<file path="config.mk">
export PLATFORM = sky130hd
export DESIGN_NAME = wb_b3_burst_master
export DESIGN_NICKNAME = d
export VERILOG_FILES = /design/src/rtl/wb_b3_burst_master.sv
export SDC_FILE = /design/constraint.sdc
export NUM_CORES = 1
export LEC_CHECK = 0
export BUFFER_PORTS_ARGS = -buffer_cell sky130_fd_sc_hd__buf_2
export CORE_ASPECT_RATIO = 1.4
export CORE_MARGIN = 3
export CORE_UTILIZATION = 30
export DETAILED_ROUTE_END_ITERATION = 10
export GPL_TIMING_DRIVEN = 0
export PLACE_DENSITY = 0.64
export SLEW_MARGIN = 20
export SYNTH_ARGS = -nofsm -noshare
export SYNTH_HDL_FRONTEND = slang
export SYNTH_SLANG_ARGS = --single-unit
</file>
<file path="constraint.sdc">
create_clock -name wb_clk_i -period 2.05 [get_ports wb_clk_i]
set_input_delay 0.1025 -clock wb_clk_i [delete_from_list [all_inputs] [get_ports wb_clk_i]]
set_output_delay 0.1025 -clock wb_clk_i [all_outputs]
set_load 0.01 [all_outputs]
</file>
<file path="src/rtl/wb_b3_burst_master.sv">
// Wishbone B3 burst master: turns one command into a classic cycle or an
// incrementing (linear / wrap-4/8/16) burst, streaming write data in and
// read data out, and reports completion or bus error.
module wb_b3_burst_master #(
   parameter int aw = 32,
   parameter int dw = 32
) (
   input  logic          wb_clk_i,
   input  logic          wb_rst_i,
   // command
   input  logic          cmd_valid_i,
   output logic          cmd_ready_o,
   input  logic          cmd_we_i,
   input  logic [aw-1:0] cmd_adr_i,
   input  logic [3:0]    cmd_len_i,
   input  logic [1:0]    cmd_bte_i,
   // write stream
   input  logic [dw-1:0] wdat_i,
   input  logic          wvalid_i,
   output logic          wready_o,
   // read stream / status
   output logic [dw-1:0] rdat_o,
   output logic          rvalid_o,
   output logic          done_o,
   output logic          err_o,
   // wishbone master
   output logic [aw-1:0] wb_adr_o,
   output logic [dw-1:0] wb_dat_o,
   output logic [3:0]    wb_sel_o,
   output logic          wb_we_o,
   output logic [2:0]    wb_cti_o,
   output logic [1:0]    wb_bte_o,
   output logic          wb_cyc_o,
   output logic          wb_stb_o,
   input  logic [dw-1:0] wb_dat_i,
   input  logic          wb_ack_i,
   input  logic          wb_err_i,
   input  logic          wb_rty_i
);

   localparam logic [2:0] CTI_CLASSIC = 3'b000;
   localparam logic [2:0] CTI_INCR    = 3'b010;
   localparam logic [2:0] CTI_EOB     = 3'b111;

   typedef enum logic {IDLE, BUS} state_t;

   state_t        state;
   logic [3:0]    cnt;        // beats remaining after the current one
   logic          bus_err;
   logic [aw-1:0] adr_inc;
   logic [aw-1:0] wrap_mask;
   logic [aw-1:0] adr_next;
   logic          unused_adr_lsb;

   // retry is handled exactly like an error
   assign bus_err = (state == BUS) & (wb_err_i | wb_rty_i);

   assign cmd_ready_o = (state == IDLE);
   assign wb_stb_o    = wb_cyc_o & (~wb_we_o | wvalid_i);
   assign wready_o    = (state == BUS) & wb_we_o & wb_ack_i;
   assign wb_dat_o    = wdat_i;
   assign wb_sel_o    = 4'hf;

   assign unused_adr_lsb = ^cmd_adr_i[1:0];

   // next beat address: bits inside the wrap mask take the incremented
   // value, bits outside are held; linear uses an all-ones mask
   always_comb begin
      adr_inc = wb_adr_o + aw'(4);
      case (wb_bte_o)
         2'b01:   wrap_mask = aw'(32'h0000_000c);
         2'b10:   wrap_mask = aw'(32'h0000_001c);
         2'b11:   wrap_mask = aw'(32'h0000_003c);
         default: wrap_mask = '1;
      endcase
      adr_next = (wb_adr_o & ~wrap_mask) | (adr_inc & wrap_mask);
   end

   // command accept, beat sequencing and completion reporting
   always_ff @(posedge wb_clk_i) begin
      if (wb_rst_i) begin
         state    <= IDLE;
         cnt      <= '0;
         wb_cyc_o <= 1'b0;
         wb_we_o  <= 1'b0;
         wb_adr_o <= '0;
         wb_cti_o <= CTI_CLASSIC;
         wb_bte_o <= 2'b00;
         rdat_o   <= '0;
         rvalid_o <= 1'b0;
         done_o   <= 1'b0;
         err_o    <= 1'b0;
      end else begin
         rvalid_o <= 1'b0;
         done_o   <= 1'b0;
         err_o    <= 1'b0;
         case (state)
            IDLE: begin
               if (cmd_valid_i) begin
                  state    <= BUS;
                  wb_cyc_o <= 1'b1;
                  wb_we_o  <= cmd_we_i;
                  wb_adr_o <= {cmd_adr_i[aw-1:2], 2'b00};
                  wb_bte_o <= cmd_bte_i;
                  cnt      <= cmd_len_i;
                  wb_cti_o <= (cmd_len_i == 4'd0) ? CTI_CLASSIC : CTI_INCR;
               end
            end
            BUS: begin
               if (bus_err) begin
                  // abandon the rest; the errored beat delivers nothing
                  state    <= IDLE;
                  wb_cyc_o <= 1'b0;
                  wb_cti_o <= CTI_CLASSIC;
                  done_o   <= 1'b1;
                  err_o    <= 1'b1;
               end else if (wb_ack_i) begin
                  if (!wb_we_o) begin
                     rdat_o   <= wb_dat_i;
                     rvalid_o <= 1'b1;
                  end
                  if (cnt == 4'd0) begin
                     state    <= IDLE;
                     wb_cyc_o <= 1'b0;
                     wb_cti_o <= CTI_CLASSIC;
                     done_o   <= 1'b1;
                  end else begin
                     cnt      <= cnt - 4'd1;
                     wb_adr_o <= adr_next;
                     wb_cti_o <= (cnt == 4'd1) ? CTI_EOB : CTI_INCR;
                  end
               end
            end
            default: state <= IDLE;
         endcase
      end
   end

endmodule

</file>
# == Word level (Yosys, flattened, before mapping) ==
# Cells that the tools add are included.
# totals
reg_bits,79
input_bits,110
word_cells,79
# op_classes
n_addsub,2
n_eq_ne,10
mux,33
n_bitwise,14
reduce_logical,9
# ops
operator,n
$mux 32,4
$pmux 32 s3,1
$and 32x32->32,2
$pmux 32 s2,1
$add 32x3->32 const B,1
$not 32->32,1
$or 32x32->32,1
$mux 4,4
$mux 3,5
$mux 1,13
$logic_not 4->1,2
$ne 2x2->1 const B,4
$pmux 4 s2,1
$reduce_and 4->1,2
$pmux 3 s2,1
$and 1x1->1,4
$eq 2x2->1 const B,2
$eq 4x1->1 const B,1
$not 1->1,4
$pmux 1 s2,2
$reduce_and 2->1,2
$reduce_or 4->1,1
$sub 4x1->4 const B,1
$ne 3x1->1 const B,1
6 further kinds,7

# == Depth between registers and ports, before layout ==
# Gate-level depths: netlist of run 1.
# logic_depth
depth_word,9
depth_mapped,9
depth_no_buf,7

# == Least setup slack after synthesis of run 1 ==
# OpenSTA, ideal clock, no wires.
# synth_path
path_kind,reg2reg
from,reg cnt[0]
to,reg with a tool-made name
setup_ps,134
t_arrival_ps,1652
required_time_ps,1916
slack_ps,264
stages_incl_launch_ff,10
period_less_slack_ps,1786
path_cell_list,dfxtp_1 -> inv_1 -> ha_1 -> or3b_1 -> buf_6 -> a41oi_4 -> buf_6 -> nor2_1 -> mux2i_1 -> o22ai_1
# synth_rtl
element,line,rtl
"start, declared",48,logic [3:0] cnt;
"start signal, assigned",105,cnt <= cmd_len_i;
"start signal, assigned",128,cnt <= cnt - 4'd1;

==> flow_summary.ini, run 1 <==
[outcome]
status = complete, no violations

[yosys]
synthCells = 535
synth.yosys.warnings = 0
synthTopCellsByArea = dfxtp_1 36%, nand2_1 7.5%, a21oi_1 7.4%, buf_4 7.2%, nor2_1 3.5%
ys_ff_latch = 78
synth_edf_count = 0
ys_seq_area_share_pct = 36.3
synthArstFlopShare_pct = 0
synth_top_cell_by_area = dfxtp_1
synth_top_area_share_pct = 36.3
ys_types = 69
yosys_most_used_dff = dfxtp_1
netlist_area_um2 = 4300
avgSynthCellArea_um2 = 8.04

[timing]
period_share_pct = 94.4
slew_headroom_pct = 45.5
final_max_slew_viol_count = 0
period_minus_slack_ns = 1.93
setup-tns-final_ns = 0
rsz0062_at_grt = no
max_slew.worst_pin.slew_ns = 0.818
hold_slack_ns = 0.0130
fmax_mhz = 517
finalHoldViolations = 0
setup_viol = 0
clock-skew-final_ns = 0.00892
worst_slack_ns = 0.115

[placed_design]
placed_area_um2 = 5460
portBuffers = 183
post-dp-hpwl_um = 11200
pre_cts_slack_ns = 0.0516
gp_congestion = 0.835

[clocking]
clock_path_buffers = 2
cts_root_buffer = clkbuf_16
htreeDepth = 3
clk_pin_slew_ns = 0.07
clk_latency_ns = 0.34
cts_sinks = 78
cts_made_buffers = 9
tritoncts = done

[critical_path]
path_cells = inv_1, ha_1, or3b_1, buf_6, a41o_4, nor2_1, a211o_1, a22o_1
r2r_slack_ns = 0.12
crit_path_end_kind = flip-flop
start_kind = flip-flop
cp_data_required_time_ns = 2.28
cp_slowest_cell = dfxtp_1
max_stage_delay_ns = 0.41
cp_max_fo = 8
path_class = flip-flop to flip-flop
worst-endpoint-arrival_ns = 2.17

[global_routing]
antenna_found_initial = 0
grt_overflow = 0
track_usage_pct = 18.6
grt_pass1_vias = 4558
grt_max_degree = 16
grt_pass1_wl_um = 23400

[floorplanning]
dieHeight_um = 148
placementRows = 51
die-area_um2 = 15800
coreArea_um2 = 14000
start_util_pct = 30.8
io_pins = 223
die_width_um = 107

[routing]
dr_wl_met3_um = 1280
first_iter_violations = 180
route.detailed.drc = 0
met2_wirelength_um = 7680
vias = 4672
post_drt_wl_per_cell_um = 15.7
drt-pass1-iter-count = 5
met1_length_um = 5780
top_layer = met4
final_antenna_net_count = 0
viasPerCell = 4.89
wirelength_um = 15000

[power]
finalPower_w = 0.00406
power_density_nw_per_um2 = 666
power.leakage_nw = 2.73
vdd_drop_max_uv = 393

[final_layout]
final_area_um2 = 6100
layout_commonest_cell = buf_2
mostFrequentLayoutCells = 189 x buf_2, 86 x nand2_1, 78 x dfxtp_1, 64 x a21oi_1, 44 x buf_4
finish.net_count = 882
area_growth_pct = 41.8
antenna_cells = 0
layout-drive-gt1-share_pct = 36.8

[run]
max_cap_violations = 0

[worst_hold_path]
hp-class = input pin to flip-flop
-- synthesized netlist by cell type, drive strengths merged (9+ instances only) --
cell,n
a21oi,64
buf,54
clkbuf,18
dfxtp,78
inv,19
nand2,86
nand3,15
nor2,41
nor3,9
o21ai,27
-- worst max-delay path: cells and delay by family (launching register included) --
family                     cells  cell delay [ns]
adders and majority gates      1             0.20
buffers and inverters          2             0.22
DFF                            1             0.41
and+or+nand+nor                2             0.26
AOI/OAI and AO/OA              3             0.74
-- metrics by stage --
stage / util [%] / cells
CTS: 43.5 / 953
floorplan: - / 538
global route: 43.6 / 956
finish: 43.6 / 956
detailed placement: 39.1 / 906
global placement: 39.1 / 906
-- cell type report --
cell class / instances / area, um2
Sequential cell: 78 / 1560
Fill cell: 1449 / 7880
Multi-Input combinational cell: 368 / 2200
Buffer: 72 / 479
Inverter: 20 / 75.1
Tap cell: 185 / 231
Clock buffer: 9 / 225
Timing Repair Buffer: 217 / 1250
Clock inverter: 7 / 80.1
-- worst paths after layout --
check	from	endpoint	cells past startpoint
worst min-delay path	wb_dat_i[25]	rdat_o[25]	3
worst min register to register	rdat_o[19]	rdat_o[19]	2
worst max-delay path	cnt[0]	flip-flop	8
worst max register to register	cnt[0]	flip-flop	8
-- timing repair --
| item | 4_1_cts | 5_1_grt |
|---|---|---|
| hold buffers | 31 | 0 |
| resized for setup | 0 | 2 |
| endpoints found under the hold margin | 31 | 0 |
| setup endpoints to repair | 0 | 11 |
| buffers inserted | 0 | 3 |
-- kinds of logic (layout without fill, tap and decap cells) --
logic type                 after synthesis  after routing  share of synthesized area (%)
AOI/OAI and AO/OA                      147            147                           23.6
DFF                                     78             78                           36.3
buffers and inverters                   92            325                           12.9
and+or+nand+nor                        206            206                           24.2
adders and majority gates                6              6                           1.75
other                                    1              4                         0.0872
xor gates and xnor gates                 1              1                          0.204
muxes                                    4              4                          0.931
-- report_power, final --
part           internal, W  switching (W)  total [W]
Clock             0.000956       0.000701    0.00166
Sequential         0.00158      0.0000771    0.00166
Combinational     0.000359       0.000390   0.000748
Total              0.00290        0.00117    0.00406
-- layer usage --
layer | GRT usage, % | vias up
met5 | 0 | -
met4 | 6.33 | 0
met3 | 5.02 | 18
met2 | 33.1 | 205
met1 | 21.3 | 2134
li1 | - | 2315
No activity file was read; power rests on OpenSTA's default activity.
==> run 2, diff against run 1 <==
--- a/config.mk
+++ b/config.mk
@@ -11,7 +11,7 @@
 export CORE_UTILIZATION = 30
 export DETAILED_ROUTE_END_ITERATION = 10
 export GPL_TIMING_DRIVEN = 0
-export PLACE_DENSITY = 0.64
+export PLACE_DENSITY = 0.66
 export SLEW_MARGIN = 20
 export SYNTH_ARGS = -nofsm -noshare
 export SYNTH_HDL_FRONTEND = slang
==> constraint.sdc (replaced) <==
create_clock -name wb_clk_i -period 1.6 [get_ports wb_clk_i]
set_input_delay 0.08 -clock wb_clk_i [delete_from_list [all_inputs] [get_ports wb_clk_i]]
set_output_delay 0.08 -clock wb_clk_i [all_outputs]
set_load 0.01 [all_outputs]
==> run 2 against run 1 <==
Clock power up 19%. The run now ends with negative setup slack left. Largest cell class unchanged. Wire length increased by 6.1%. Maximum frequency grew 1.3%. Power increased by 30%. Count of clock-buffer cells in the layout is the same. Die area stayed put. Critical path depth rose by 2. Register-to-register slack worse by 0.42 ns. Final cell count rose by 2.3%.
==> flow_summary.ini, run 2 (synthesis results as in run 1) <==
[outcome]
status = finished with violations
violations = negative setup slack

[clocking]
clk_pin_slew_ns = 0.07
cts_root_buffer = clkbuf_16
tritoncts = done
cts_made_buffers = 9
cts_sinks = 78
htreeDepth = 3
clk_latency_ns = 0.34
clock_path_buffers = 2

[worst_hold_path]
hp-class = input pin to flip-flop

[placed_design]
portBuffers = 183
post-dp-hpwl_um = 11400
placed_area_um2 = 5530
pre_cts_slack_ns = -0.390
gp_congestion = 0.871

[critical_path]
start_kind = flip-flop
r2r_slack_ns = -0.31
cp_max_fo = 6
path_class = flip-flop to flip-flop
cp_common_cell = buf_6
path_cells = inv_4, ha_4, or3b_1, buf_6, a41oi_4, buf_4, buf_6, o21ai_0, o21a_1, nor2_1
r2r_start = cnt[0]
worst-endpoint-arrival_ns = 2.18
crit_path_end_kind = flip-flop
max_stage_delay_ns = 0.35
rr_worst_depth = 10
setup.worst_path.start = cnt[0]
cp_data_required_time_ns = 1.87
cp_slowest_cell = dfxtp_4

[floorplanning]
coreArea_um2 = 14000
dieHeight_um = 148
placementRows = 51
start_util_pct = 30.8
io_pins = 223
die_width_um = 107
die-area_um2 = 15800

[global_routing]
grt_pass1_vias = 4685
track_usage_pct = 19.4
grt_pass1_wl_um = 24300
grt_max_degree = 16
grt_overflow = 0
antenna_found_initial = 1

[timing]
setup-tns-final_ns = -8.07
max_slew.worst_pin.slew_ns = 0.818
period_share_pct = 119
final_max_slew_viol_count = 0
period_minus_slack_ns = 1.91
fmax_mhz = 524
setup_viol = 39
rsz0062_at_grt = yes
slew_headroom_pct = 45.5
clock-skew-final_ns = 0.00554
finalHoldViolations = 0
worst_slack_ns = -0.309

[final_layout]
multiInputGateArea_um2 = 2410
mostFrequentLayoutCells = 185 x buf_2, 85 x nand2_1, 72 x dfxtp_1, 57 x a21oi_1, 56 x buf_4
regArea_um2 = 1580
antenna_cells = 0
finish.net_count = 904
layout-drive-gt1-share_pct = 44.9
final_area_um2 = 6600
layout_commonest_cell = buf_2
area_growth_pct = 53.4
fillers = 1409

[power]
power_density_nw_per_um2 = 798
switching_share_pct = 30.3
seqPwrFrac_pct = 40.5
internal_power_w = 0.00367
combPwrFrac_pct = 21.9
clkPwrFrac_pct = 37.7
power.leakage_nw = 2.96
switchingPower_w = 0.00160
vdd_drop_max_uv = 500

[routing]
first_iter_violations = 224
viasPerCell = 4.96
route.detailed.drc = 0
drt-pass1-iter-count = 6
post_drt_wl_per_cell_um = 16.2
wirelength_um = 15900
vias = 4846
final_antenna_net_count = 0

[run]
max_cap_violations = 0
==> run 2: through the flow <==
stage / instances / hold WS, ns / power, W / utilization, %
2_1_floorplan: 538 / 0.216 / 0.00271 / -
3_3_place_gp: 906 / 0.320 / 0.00307 / 39.5
3_5_place_dp: 906 / 0.328 / 0.00308 / 39.5
4_1_cts: 972 / 0.00230 / 0.00524 / 46.1
5_1_grt: 978 / 0.00928 / 0.00549 / 47.2
6_report: 978 / 0.00727 / 0.00526 / 47.2
==> run 2: critical path: cells and delay by family, from the launching register on <==
kind / cells / cell delay (ns)
buf+inv: 4 / 0.47
compound gates: 3 / 0.47
flops: 1 / 0.35
fa+ha+maj: 1 / 0.11
simple gates: 2 / 0.44
==> run 2: how the worst min path moves through the flow <==
stage,cells past startpoint,end,start,slack (ns)
after floorplan,2,rdat_o[0],wb_dat_i[0],0.22
after global placement,3,rdat_o[14],wb_dat_i[14],0.32
after detailed placement,3,rdat_o[14],wb_dat_i[14],0.33
after CTS,3,rdat_o[16],wb_dat_i[16],0.002
after global routing,3,rdat_o[16],wb_dat_i[16],0.009
final,3,rdat_o[16],wb_dat_i[16],0.007
==> run 2: routing by layer <==
| metal | vias up | wire [um] | global-route usage, % |
|---|---|---|---|
| met5 | - | 0 | 0 |
| met4 | 0 | 374 | 7.23 |
| met3 | 28 | 1400 | 5.11 |
| met2 | 238 | 8240 | 35.3 |
| met1 | 2225 | 5870 | 21.3 |
| li1 | 2355 | - | - |
==> run 2: layout make-up <==
class                           count  area share (%)
Buffer                             71            8.15
Clock buffer                        9            3.41
Clock inverter                      7           0.853
Inverter                           20            1.19
Multi-Input combinational cell    368            36.6
Sequential cell                    78            23.9
Tap cell                          185            3.51
Timing Repair Buffer              240            22.4
==> run 2: repair_timing <==
item	4_1_cts	5_1_grt
hold buffers	33	0
cloned	4	0
setup endpoints to repair	69	73
setup buffers	13	7
endpoints found under the hold margin	33	0
pin swaps	20	14
gates resized for setup	56	29
==> run 2: power by group through the flow <==
stage	Clock (W)	Combinational (W)	Sequential, W
2_1_floorplan	0	0.000531	0.00218
5_1_grt	0.00210	0.00124	0.00214
3_3_place_gp	0	0.000907	0.00217
3_5_place_dp	0	0.000914	0.00217
6_report	0.00198	0.00115	0.00213
4_1_cts	0.00202	0.00110	0.00213
